[src/rtl/sel_pipe_mux.sv]
// sel_pipe_mux: CH-way N-bit channel mux, direct or round-robin select, registered valid/ready output
module sel_pipe_mux #(
  parameter int N     = 8,
  parameter int CH    = 6,
  parameter int SEL_W = 3
) (
  input  logic              clk,
  input  logic              rst_n,
  input  logic [CH*N-1:0]   in_data,
  input  logic [CH-1:0]     in_valid,
  output logic [CH-1:0]     in_ready,
  input  logic              mode,
  input  logic [SEL_W-1:0]  select,
  output logic [N-1:0]      out_data,
  output logic              out_valid,
  input  logic              out_ready,
  output logic [SEL_W-1:0]  out_ch,
  output logic              sel_err
);
  logic [N-1:0]     out_data_q, out_data_d, g_data;
  logic [SEL_W-1:0] out_ch_q, out_ch_d, ptr_q, ptr_d, rr_g, g;
  logic             out_valid_q, out_valid_d, sel_err_q, sel_err_d;
  logic             sel_ok, dir_valid, grant_valid, accept, load;

  // Round-robin search: smallest distance after ptr wins, wrapping CH-1 -> 0
  always_comb begin
    rr_g = '0;
    for (int i = CH - 1; i >= 0; i--)
      for (int k = 0; k < CH; k++)
        if (in_valid[k] && (int'(ptr_q) + 1 + i == k || int'(ptr_q) + 1 + i == k + CH)) rr_g = SEL_W'(k);
  end

  // Grant resolution for the active mode, handshake and granted channel data
  always_comb begin
    sel_ok      = int'(select) < CH;
    dir_valid   = 1'b0;
    for (int k = 0; k < CH; k++)
      if (SEL_W'(k) == select) dir_valid = in_valid[k];
    g           = mode ? rr_g : select;
    grant_valid = mode ? |in_valid : dir_valid;
    accept      = !out_valid_q || out_ready;
    load        = accept && grant_valid;
    in_ready    = '0;
    g_data      = '0;
    for (int k = 0; k < CH; k++) begin
      in_ready[k] = load && SEL_W'(k) == g;
      if (SEL_W'(k) == g) g_data = in_data[k*N +: N];
    end
  end

  // Next state: load replaces the beat, an idle accept empties it, a stall holds everything
  always_comb begin
    out_data_d  = load ? g_data : out_data_q;
    out_ch_d    = load ? g : out_ch_q;
    out_valid_d = load || (out_valid_q && !out_ready);
    ptr_d       = (load && mode) ? g : ptr_q;
    sel_err_d   = !mode && !sel_ok;
  end

  // State registers; ptr resets to CH-1 so channel 0 is searched first
  always_ff @(posedge clk or negedge rst_n) begin
    if (!rst_n) begin
      out_data_q  <= '0;
      out_ch_q    <= '0;
      out_valid_q <= 1'b0;
      sel_err_q   <= 1'b0;
      ptr_q       <= SEL_W'(CH - 1);
    end else begin
      out_data_q  <= out_data_d;
      out_ch_q    <= out_ch_d;
      out_valid_q <= out_valid_d;
      sel_err_q   <= sel_err_d;
      ptr_q       <= ptr_d;
    end
  end

  assign out_data  = out_data_q;
  assign out_ch    = out_ch_q;
  assign out_valid = out_valid_q;
  assign sel_err   = sel_err_q;
endmodule

[config.mk]
export PLATFORM = sky130hd
export DESIGN_NAME = sel_pipe_mux
export DESIGN_NICKNAME = d
export VERILOG_FILES = /design/src/rtl/sel_pipe_mux.sv
export SDC_FILE = /design/constraint.sdc
export NUM_CORES = 1
export LEC_CHECK = 0
export BUFFER_PORTS_ARGS = -buffer_cell sky130_fd_sc_hd__buf_4
export CAP_MARGIN = 25
export CELL_PAD_IN_SITES_DETAIL_PLACEMENT = 0
export CELL_PAD_IN_SITES_GLOBAL_PLACEMENT = 2
export CORE_UTILIZATION = 26
export CTS_BUF_LIST = sky130_fd_sc_hd__clkbuf_16
export CTS_CLUSTER_SIZE = 20
export DETAILED_ROUTE_END_ITERATION = 7
export PLACE_DENSITY = 0.83
export SETUP_SLACK_MARGIN = 0.05
export SYNTH_ARGS = -nofsm -noshare
export SYNTH_HDL_FRONTEND = slang
export SYNTH_SLANG_ARGS = --single-unit
[constraint.sdc]
create_clock -name clk -period 5.2 [get_ports clk]
set_input_delay 0.26 -clock clk [delete_from_list [all_inputs] [get_ports clk]]
set_output_delay 0.26 -clock clk [all_outputs]
set_load 0.01 [all_outputs]
==> load_flow_metrics.sql <==
INSERT INTO impl_metrics (metric_group, metric, value, unit) VALUES
('detailed_routing', 'drt_pre_antenna_iters', '5', ''),
('floorplan', 'dieWidth', '111', 'µm'),
('pwr', 'power.static_leakage', '1.66', 'nW'),
('detailed_routing', 'wl', '11000', 'µm'),
('floorplan', 'io_pins', '80', ''),
('clock_tree', 'clk_pin_slew', '0.05', 'ns'),
('cells_and_area', 'antennaDiodeCount', '0', ''),
('floorplan', 'fp.dieH', '111', 'µm'),
('worst_setup_path', 'timing.critical_path.required', '4.94', 'ns'),
('detailed_routing', 'vias', '3439', ''),
('cells_and_area', 'layout-area-overhead-vs-synth', '23.8', '%'),
('run_status', 'status', 'finished clean', ''),
('detailed_routing', 'route.detailed.vias_per_inst', '5.77', ''),
('cells_and_area', 'number_of_nets_in_the_finished_design', '526', ''),
('grt', 'number_of_antenna_violations_at_the_first_check_in_global_routing', '0', ''),
('clock_tree', 'ctsHtreeMaxLevel', '1', ''),
('cells_and_area', 'layout.cells.most_common_list', 'sky130_fd_sc_hd__buf_4 (87), sky130_fd_sc_hd__nand2_1 (39), sky130_fd_sc_hd__mux2i_1 (27)', ''),
('cells_and_area', 'post_layout_nonfiller_instances', '596', ''),
('floorplan', 'core_region_area', '11500', 'µm²'),
('logic_synthesis', 'synth_edf_count', '0', ''),
('placement', 'gp_routability_congestion', '0.932', ''),
('logic_synthesis', 'synth_top_area_frac', '0.113', ''),
('timing', 'post-route-period-util', '0.909', ''),
('grt', 'grt.total_usage', '0.176', ''),
('logic_synthesis', 'yosysTopAreaCell', 'sky130_fd_sc_hd__dfrtp_1', ''),
('logic_synthesis', 'avgSynthCellArea', '7.84', 'µm²'),
('logic_synthesis', 'synth_seq_area_share', '0.130', ''),
('clock_tree', 'clock_tree.buffer_depth', '2', ''),
('worst_setup_path', 'critPathMaxFanout', '18', ''),
('timing', 'fmax', '212', 'MHz'),
('logic_synthesis', 'fraction_of_registers_with_async_set_or_reset_after_synthesis', '1.00', ''),
('clock_tree', 'cts.sink_count', '16', ''),
('timing', 'setup_viol', '0', ''),
('cells_and_area', 'final_util', '0.333', ''),
('detailed_routing', 'drt-initial-drc-count', '250', ''),
('timing', 'drv_slew', '0', ''),
('worst_setup_path', 'crit_arrival', '4.47', 'ns'),
('timing', 'worstMarginPinSlew', '0.749', 'ns'),
('logic_synthesis', 'syn_area', '3100', 'µm²'),
('placement', 'placed_cells', '591', ''),
('floorplan', 'effective_utilization_at_floorplan', '0.269', ''),
('logic_synthesis', 'yosys-top-cells-area', 'sky130_fd_sc_hd__dfrtp_1 (11%), sky130_fd_sc_hd__mux2i_1 (8.7%), sky130_fd_sc_hd__nand2_1 (4.7%), sky130_fd_sc_hd__ha_1 (4.4%), sky130_fd_sc_hd__a21oi_1 (3.9%)', ''),
('detailed_routing', 'drc_errors', '0', ''),
('worst_setup_path', 'crit_chain', 'inv_1 > ha_1 > ha_1 > a21bo_2 > a31oi_4 > mux2i_1 > or3_1 > nor3b_1 > a221oi_1 > a21oi_2 > and2_1 > and2_1 > buf_4', ''),
('timing', 'worst_slew_margin_rel', '0.497', ''),
('clock_tree', 'cts-root-buf', 'sky130_fd_sc_hd__clkbuf_16', ''),
('placement', 'buffer_ports.inserted', '79', ''),
('clock_tree', 'post_cts_resize_count', '0', ''),
('timing', 'finalHoldViolations', '0', ''),
('worst_setup_path', 'crit_path_max_incr_delay', '0.67', 'ns'),
('worst_setup_path', 'timing.critical_path.slowest_stage_cell', 'sky130_fd_sc_hd__ha_1', ''),
('logic_synthesis', 'yosysWarningCount', '0', ''),
('logic_synthesis', 'synth.ff_latch_count', '16', ''),
('clock_tree', 'cts_inserted_buffers', '3', ''),
('clock_tree', 'cts_tree', 'built', ''),
('floorplan', 'number_of_placement_rows', '39', ''),
('flow_run', 'max-cap-violations', '0', ''),
('pwr', 'ir_drop', '0.228', 'mV'),
('detailed_routing', 'detail-route-antenna-nets', '0', ''),
('cells_and_area', 'mostFrequentLayoutCell', 'sky130_fd_sc_hd__buf_4', ''),
('min_path', 'worst_hold_startpoint', 'select[2]', ''),
('worst_setup_path', 'critical_path.startpoint', 'ptr_q[0]', ''),
('cells_and_area', 'drive_gt1_frac', '0.272', ''),
('grt', 'global_route.overflow_total', '0', ''),
('min_path', 'hold_path.class', 'primary input to register', ''),
('floorplan', 'floorplan.die_area', '12300', 'µm²'),
('pwr', 'power_density_cells', '716', 'nW/µm²'),
('grt', 'wire_length_of_the_first_global_routing_pass', '17600', 'µm'),
('placement', 'detailedPlacementHpwl', '8320', 'µm'),
('timing', 'worst_clock_skew', '0.00397', 'ns'),
('timing', 'post-route-min-period', '4.73', 'ns');
[kinds of logic after synthesis]
kind of cell,after synthesis,synth area share
compound gates,128,0.312
flops,16,0.130
mux,37,0.127
fa+ha+maj,11,0.0445
buf+inv,45,0.0732
xor+xnor,6,0.0352
simple gates,152,0.278
[repair_timing]
item	in CTS	in global routing
hold endpoints to repair	14	0
hold buffers	1	0
setup buffers	0	0
[cell type report]
| class | instances | area [µm²] | share of cell area |
|---|---|---|---|
| Multi-Input combinational cell | 334 | 2470 | 0.644 |
| Clock inverter | 1 | 3.75 | 0.000980 |
| Sequential cell | 16 | 403 | 0.105 |
| Inverter | 11 | 41.3 | 0.0108 |
| Timing Repair Buffer | 88 | 663 | 0.173 |
| Tap cell | 143 | 179 | 0.0467 |
| Clock buffer | 3 | 75.1 | 0.0196 |
[worst max-delay path: cells and delay by family (launching register included)]
kind | cells | cell delay [ns]
and+or+nand+nor | 4 | 1.20
adders and majority gates | 2 | 1.10
AOI/OAI and AO/OA | 4 | 0.97
DFF | 1 | 0.54
buffers and inverters | 2 | 0.29
muxes | 1 | 0.13
[final timing paths]
| path | endpoint | slack [ns] | depth (start not counted) |
|---|---|---|---|
| hold / removal | sel_err | 0.27 | 2 |
| setup / recovery | in_ready[5] | 0.47 | 13 |
| min in group asynchronous | out_data[3] | 0.42 | 2 |
| max in group asynchronous | ptr_q[0] | 4.53 | 2 |
| setup reg to reg | out_data[0] | 0.76 | 14 |
| hold reg to reg | out_ch[2] | 0.47 | 1 |
[per-stage QoR]
stage          power [mW]  setup WS (ns)  instance area, µm²  hold slack (ns)
6_report             2.74          0.473                3830            0.274
5_1_grt              2.96          0.255                3830            0.283
4_1_cts              2.72          0.498                3830            0.274
3_5_place_dp         2.56          0.761                3740            0.136
3_3_place_gp         2.56          0.809                3740            0.138
2_1_floorplan        2.03           1.18                3100          -0.0356
[synth_stat cells (all sizes together), types with 2 or more instances]
cell type and instances:
a2111oi 2, a211oi 7, a21bo 3, a21boi 2, a21o 2, a21oi 26
a221o 8, a221oi 8, a22o 5, a22oi 8, a31oi 3, a32o 3
a32oi 5, and2 7, and3 8, and3b 3, and4b 2, buf 18
clkbuf 16, dfrtp 14, dfstp 2, ha 11, inv 11, mux2 9
mux2i 27, nand2 39, nand2b 12, nand3 14, nand3b 2, nand4 8
nand4b 2, nor2 20, nor2b 16, nor3 6, nor3b 2, nor4 4
o2111a 2, o211ai 11, o21a 4, o21ai 19, o21bai 2, or3 3
xnor2 3
[report_power, final]
| group | switching, mW | total (mW) | internal, mW |
|---|---|---|---|
| Clock | 0.0462 | 0.148 | 0.102 |
| Combinational | 1.38 | 2.37 | 0.988 |
| Sequential | 0.0377 | 0.223 | 0.185 |
[registers in the layout, indices dropped and copies added (netlist names)]
signal,count
out_data,8
ptr_q,3
sel_err,1
out_ch,3
out_valid,1
[layer usage]
metal  part of all wire  track usage  vias to the layer above  routed length, µm
met3              0.053       0.0159                       20                579
met4              0.018       0.0450                        0                201
met2               0.48        0.300                      131               5280
met5                  0            0                        -                  0
li1                   -            -                     1629                  -
met1               0.45        0.237                     1659               4960
Note: power is estimated with default switching activity, not from simulation.
